### src/rtl/mem_stage_if.sv
// Handshake and data buses around the memory-access stage: ES->MS input,
// data-SRAM response, MS->WS output and the MS->DS forwarding bus.
interface mem_stage_if;
    logic        es_to_ms_valid;
    logic [74:0] es_to_ms_bus;
    logic        ms_allowin;
    logic        data_sram_data_ok;
    logic [31:0] data_sram_rdata;
    logic        ms_to_ws_valid;
    logic [69:0] ms_to_ws_bus;
    logic        ws_allowin;
    logic [39:0] ms_to_ds_fwd;

    modport master (
        input  es_to_ms_valid,
        input  es_to_ms_bus,
        input  data_sram_data_ok,
        input  data_sram_rdata,
        input  ws_allowin,
        output ms_allowin,
        output ms_to_ws_valid,
        output ms_to_ws_bus,
        output ms_to_ds_fwd
    );

    modport slave (
        output es_to_ms_valid,
        output es_to_ms_bus,
        output data_sram_data_ok,
        output data_sram_rdata,
        output ws_allowin,
        input  ms_allowin,
        input  ms_to_ws_valid,
        input  ms_to_ws_bus,
        input  ms_to_ds_fwd
    );
endinterface

### src/rtl/mem_stage.sv
// Memory-access pipeline stage: holds one instruction, waits for the data-SRAM
// response, extracts/extends load data and drives the writeback and forwarding buses.
module mem_stage (
    input  logic        clk,
    input  logic        reset,
    mem_stage_if.master bus
);

    logic        ms_valid;
    logic [74:0] bus_r;
    logic        dok_seen;
    logic [31:0] rdata_buf;

    logic        req_issued;
    logic        res_from_mem;
    logic [2:0]  ld_op;
    logic        gr_we;
    logic [4:0]  dest;
    logic [31:0] alu_result;
    logic [31:0] pc;

    assign {req_issued, res_from_mem, ld_op, gr_we, dest, alu_result, pc} = bus_r;

    logic        ms_ready_go;
    logic        es_accept;
    logic        ms_leave;
    logic        dok_capture;
    logic        data_pending;
    logic [31:0] eff_rdata;
    logic [7:0]  ld_byte;
    logic [15:0] ld_half;
    logic [31:0] ld_result;
    logic [31:0] final_result;

    assign ms_ready_go        = ~req_issued | dok_seen | bus.data_sram_data_ok;
    assign bus.ms_allowin     = ~ms_valid | (ms_ready_go & bus.ws_allowin);
    assign bus.ms_to_ws_valid = ms_valid & ms_ready_go;

    assign es_accept = bus.es_to_ms_valid & bus.ms_allowin;
    assign ms_leave  = bus.ms_to_ws_valid & bus.ws_allowin;

    // A response that writeback cannot take yet is parked until it can.
    // Stray data_ok with no memory instruction held is ignored.
    assign dok_capture = ms_valid & req_issued & ~dok_seen
                       & bus.data_sram_data_ok & ~bus.ws_allowin;

    always_ff @(posedge clk) begin
        if (reset) begin
            ms_valid  <= 1'b0;
            bus_r     <= '0;
            dok_seen  <= 1'b0;
            rdata_buf <= '0;
        end else begin
            if (bus.ms_allowin) begin
                ms_valid <= bus.es_to_ms_valid;
            end
            if (es_accept) begin
                bus_r    <= bus.es_to_ms_bus;
                dok_seen <= 1'b0;
            end else if (ms_leave) begin
                dok_seen <= 1'b0;
            end else if (dok_capture) begin
                dok_seen <= 1'b1;
            end
            if (dok_capture) begin
                rdata_buf <= bus.data_sram_rdata;
            end
        end
    end

    assign eff_rdata = dok_seen ? rdata_buf : bus.data_sram_rdata;

    always_comb begin
        ld_byte = eff_rdata[7:0];
        case (alu_result[1:0])
            2'd0: ld_byte = eff_rdata[7:0];
            2'd1: ld_byte = eff_rdata[15:8];
            2'd2: ld_byte = eff_rdata[23:16];
            2'd3: ld_byte = eff_rdata[31:24];
            default: ld_byte = eff_rdata[7:0];
        endcase
        ld_half = alu_result[1] ? eff_rdata[31:16] : eff_rdata[15:0];
    end

    always_comb begin
        ld_result = eff_rdata;
        case (ld_op)
            3'b001:  ld_result = {{24{ld_byte[7]}}, ld_byte};
            3'b011:  ld_result = {24'd0, ld_byte};
            3'b010:  ld_result = {{16{ld_half[15]}}, ld_half};
            3'b100:  ld_result = {16'd0, ld_half};
            default: ld_result = eff_rdata;
        endcase
    end

    assign final_result = res_from_mem ? ld_result : alu_result;
    assign data_pending = ms_valid & res_from_mem & ~ms_ready_go;

    assign bus.ms_to_ws_bus = {gr_we, dest, final_result, pc};
    assign bus.ms_to_ds_fwd = {ms_valid, gr_we, dest, data_pending, final_result};

endmodule

### src/flat_wrapper.sv
// flat-port wrapper written by rule: the top's interface ports become plain ports
module mem_stage_flat 
  (clk, reset, bus_es_to_ms_valid, bus_es_to_ms_bus, bus_data_sram_data_ok, bus_data_sram_rdata, bus_ws_allowin, bus_ms_allowin, bus_ms_to_ws_valid, bus_ms_to_ws_bus, bus_ms_to_ds_fwd);
  mem_stage_if bus_i ();
  input  logic clk;
  input  logic reset;
  input wire logic [$bits(bus_i.es_to_ms_valid)-1:0] bus_es_to_ms_valid;
  input wire logic [$bits(bus_i.es_to_ms_bus)-1:0] bus_es_to_ms_bus;
  input wire logic [$bits(bus_i.data_sram_data_ok)-1:0] bus_data_sram_data_ok;
  input wire logic [$bits(bus_i.data_sram_rdata)-1:0] bus_data_sram_rdata;
  input wire logic [$bits(bus_i.ws_allowin)-1:0] bus_ws_allowin;
  output wire logic [$bits(bus_i.ms_allowin)-1:0] bus_ms_allowin;
  output wire logic [$bits(bus_i.ms_to_ws_valid)-1:0] bus_ms_to_ws_valid;
  output wire logic [$bits(bus_i.ms_to_ws_bus)-1:0] bus_ms_to_ws_bus;
  output wire logic [$bits(bus_i.ms_to_ds_fwd)-1:0] bus_ms_to_ds_fwd;
  assign bus_i.es_to_ms_valid = bus_es_to_ms_valid;
  assign bus_i.es_to_ms_bus = bus_es_to_ms_bus;
  assign bus_i.data_sram_data_ok = bus_data_sram_data_ok;
  assign bus_i.data_sram_rdata = bus_data_sram_rdata;
  assign bus_i.ws_allowin = bus_ws_allowin;
  assign bus_ms_allowin = bus_i.ms_allowin;
  assign bus_ms_to_ws_valid = bus_i.ms_to_ws_valid;
  assign bus_ms_to_ws_bus = bus_i.ms_to_ws_bus;
  assign bus_ms_to_ds_fwd = bus_i.ms_to_ds_fwd;
  mem_stage u_core (.clk(clk), .reset(reset), .bus(bus_i));
endmodule
### config.mk
export PLATFORM = sky130hd
export DESIGN_NAME = mem_stage_flat
export DESIGN_NICKNAME = d
export VERILOG_FILES = /design/src/rtl/mem_stage_if.sv /design/src/rtl/mem_stage.sv /design/src/flat_wrapper.sv
export SDC_FILE = /design/constraint.sdc
export NUM_CORES = 1
export LEC_CHECK = 0
export ABC_CLOCK_PERIOD_IN_PS = 2400
export CAP_MARGIN = 30
export CORE_MARGIN = 1.5
export CORE_UTILIZATION = 45
export DETAILED_ROUTE_END_ITERATION = 16
export PLACE_DENSITY = 0.8
export SYNTH_ARGS = -nofsm -noshare
export SYNTH_HDL_FRONTEND = slang
export SYNTH_SLANG_ARGS = --single-unit
### constraint.sdc
create_clock -name clk -period 2.4 [get_ports clk]
set_input_delay 0.6 -clock clk [delete_from_list [all_inputs] [get_ports clk]]
set_output_delay 0.6 -clock clk [all_outputs]
set_load 0.1 [all_outputs]
==> impl_metrics.env <==
export IMPL_status="finished, violations left"
export IMPL_violations="setup timing"
export IMPL_end_kind="primary output"
export IMPL_hold_violations=0
export IMPL_r2r_start="u_core.dok_seen"
export IMPL_setup_slack_ns=-0.488
export IMPL_die_area_um2=14900
export IMPL_setup_viol=64
export IMPL_min_path_type="flop to flop"
export IMPL_drtIter0Drc=566
export IMPL_synth_edf_count=0
export IMPL_crit_top_cell="buf_12"
export IMPL_nFillCells=976
export IMPL_max_cap_violations=0
export IMPL_viasPerCell=5.77
export IMPL_clk_latency_ns=0.35
export IMPL_yosys_area_top_type_share_pct=34.2
export IMPL_instances_no_fill=1161
export IMPL_synth_nets=909
export IMPL_syn_area_um2=6380
export IMPL_crit_chain="buf_12 -> buf_8 -> or2_4 -> o32a_1 -> nand4b_4 -> buf_12 -> a41oi_4 -> buf_12"
export IMPL_crit_buf_inv=4
export IMPL_hpwl_um=15500
export IMPL_grt_pass1_vias=6578
export IMPL_crit_required_ns=1.80
export IMPL_grt_pass1_wl_um=34500
export IMPL_critical_path_top_delay_family="buffers and inverters"
export IMPL_slew_headroom_pct=61.4
export IMPL_ys_async_sr_fraction_pct=0
export IMPL_grt_max_degree=53
export IMPL_final_nets=1088
export IMPL_yosys_register_bits=109
export IMPL_path_depth=8
export IMPL_place_inst=1137
export IMPL_syn_area_per_cell_um2=8.01
export IMPL_cp_slowest_cell="dfxtp_2"
export IMPL_drtPass1Iterations=5
export IMPL_vdd_drop_max_uv=483
export IMPL_ios=224
export IMPL_die_h_um=122
export IMPL_cts_max_path_buffers=2
export IMPL_ys_types=47
export IMPL_cts_htree_levels=3
export IMPL_hp_start="u_core.rdata_buf[4]"
export IMPL_grt_overflow_total=0
export IMPL_wl_um=22600
export IMPL_final_common_cell="buf_4"
export IMPL_drc=0
export IMPL_reg2regPathDepth=6
export IMPL_seq_area_frac_synth_pct=34.2
export IMPL_ys_flop_type="dfxtp_1"
export IMPL_arrival_ns=2.29
export IMPL_crit_fanout=9
export IMPL_vias=6699
export IMPL_fmax_mhz=346
export IMPL_synth_area_leaders="dfxtp_1 34%, buf_4 9.5%, a21oi_1 8.9%, nand3_1 6.4%, o21ai_0 6.3%"
export IMPL_p_leak_uw=0.00384
export IMPL_rsz0062_at_grt="true"
export IMPL_port_buffers=223
export IMPL_worst_pin_slew_ns=0.576
export IMPL_grt_use_total_pct=29.7
export IMPL_die_w_um=122
export IMPL_area_growth_pct=61.7
export IMPL_yosys_warnings=0
export IMPL_dp_slack_ns=-0.656
export IMPL_core_um2=13900
export IMPL_initial_core_util_pct=46.0
export IMPL_globalplace_congestion=0.960
export IMPL_post_drt_wl_per_cell_um=19.5
export IMPL_drive_gt1_share_pct=34.6
export IMPL_startpoint_type="flop"
export IMPL_tritoncts="built"
export IMPL_cts_root_buf="clkbuf_16"
export IMPL_r2r_end="u_core.dok_seen"
export IMPL_min_period_ns=2.89
export IMPL_netlist_instances=797
export IMPL_clock_skew_ns=0.00978
export IMPL_holdPathEnd="u_core.rdata_buf[4]"
export IMPL_synth_top_cell_by_area="dfxtp_1"
export IMPL_final_cell_mix="122 x buf_4, 109 x a21oi_1, 103 x dfxtp_1, 86 x clkdlybuf4s50_1, 85 x nand2_1"
export IMPL_fin_tns_setup_ns=-27.26
export IMPL_slowest_delay_ns=0.36
export IMPL_row_count=43
export IMPL_cts_made_buffers=9
export IMPL_critPathKind="flop to primary output"
export IMPL_drv_slew=0
export IMPL_fin_crit_sh_pct=120
export IMPL_powerDensity_nw_per_um2=618
export IMPL_antenna_found_initial=0
export IMPL_antenna_left=0
export IMPL_n_antenna_cell=0
export IMPL_whs_path_depth=2
export IMPL_post_route_util_pct=74.3
export IMPL_path_clk_slew_ns=0.07
export IMPL_cts_num_sinks=109
export IMPL_rrSetupSlack_ns=0.57
[cell type report]
| class | instances | area (µm²) | area share, % |
|---|---|---|---|
| multi-input combinational | 528 | 3860 | 37.4 |
| timing repair buffer | 322 | 3710 | 35.9 |
| sequential | 109 | 2200 | 21.3 |
| clock buffer | 11 | 243 | 2.35 |
| tap | 180 | 225 | 2.18 |
| clock inverter | 5 | 57.6 | 0.558 |
| inverter | 6 | 27.5 | 0.267 |
[synth_stat cells, types with 2 or more instances]
master / number
a21oi_1: 114
dfxtp_1: 109
nand2_1: 87
buf_4: 81
nand3_1: 81
o21ai_0: 80
clkbuf_1: 46
nor2_1: 38
mux2_2: 25
buf_2: 23
mux2i_1: 13
a41oi_2: 10
a22oi_1: 8
a31oi_2: 8
mux4_2: 7
a41oi_1: 5
nor3_1: 5
o22ai_1: 5
a31oi_1: 4
buf_6: 4
o21a_1: 4
a211oi_1: 3
inv_1: 3
inv_2: 3
nor2b_1: 3
a21boi_0: 2
mux4_1: 2
nor3b_1: 2
nor3b_2: 2
o211ai_1: 2
or2_2: 2
[worst max path at each step]
stage	start	endpoint
after floorplan	u_core.bus_r[33]	bus_ms_to_ws_bus[32]
after global placement	bus_data_sram_rdata[23]	bus_ms_to_ds_fwd[18]
after detailed placement	bus_data_sram_rdata[31]	bus_ms_to_ws_bus[51]
after CTS	u_core.bus_r[33]	bus_ms_to_ds_fwd[16]
after global routing	u_core.bus_r[33]	bus_ms_to_ds_fwd[23]
final	u_core.bus_r[33]	bus_ms_to_ws_bus[54]
[metal layers]
layer | vias to the layer above | share of wire [%] | track usage, % | routed length [µm]
met3 | 60 | 7.8 | 7.44 | 1760
met4 | 0 | 3.6 | 13.7 | 817
met1 | 3214 | 39 | 36.4 | 8810
li1 | 3108 | - | - | -
met5 | - | 0 | 0 | 0
met2 | 317 | 50 | 49.2 | 11200
[cells by family after synthesis]
family / share of synthesized area [%]
muxes: 9.74
buffers and inverters: 15.1
DFF: 34.2
xor gates and xnor gates: 0.137
and+or+nand+nor: 16.3
AOI/OAI and AO/OA: 24.5
[metrics by stage]
step           total power, µW  area (µm²)  hold WS [ns]
6_report                  6380       10300         0.455
5_1_grt                   6570       10300         0.479
4_1_cts                   6350       10200         0.456
3_5_place_dp              4800        9680         0.447
3_3_place_gp              4770        9680         0.439
2_1_floorplan             4010        7150         0.433
[where the power goes]
| group | total, µW | internal (µW) | switching [µW] |
|---|---|---|---|
| combinational | 2900 | 1010 | 1890 |
| sequential | 1940 | 1890 | 51.9 |
| clock | 1540 | 844 | 695 |
| total | 6380 | 3740 | 2630 |
[worst register-to-register path, stage by stage (launching register included)]
cell and delay [ns]:
dfxtp_4 0.38, buf_4 0.15, nor3b_2 0.23, o21a_2 0.18
buf_4 0.36, nor2_1 0.08, a2111oi_1 0.34
[registers in the layout, indices dropped and copies added (netlist names)]
signal / flops
u_core.bus_r: 75
u_core.rdata_buf: 32
u_core.dok_seen: 1
u_core.ms_valid: 1
[what timing repair did]
action / 4_1_cts / 5_1_grt
setup buffers: 8 / 4
setup endpoints to repair: 64 / 65
gates cloned: 2 / 0
hold buffers: 0 / 0
pin swaps: 19 / 16
resized for setup: 58 / 38
Note: power is estimated with default switching activity, not from simulation.
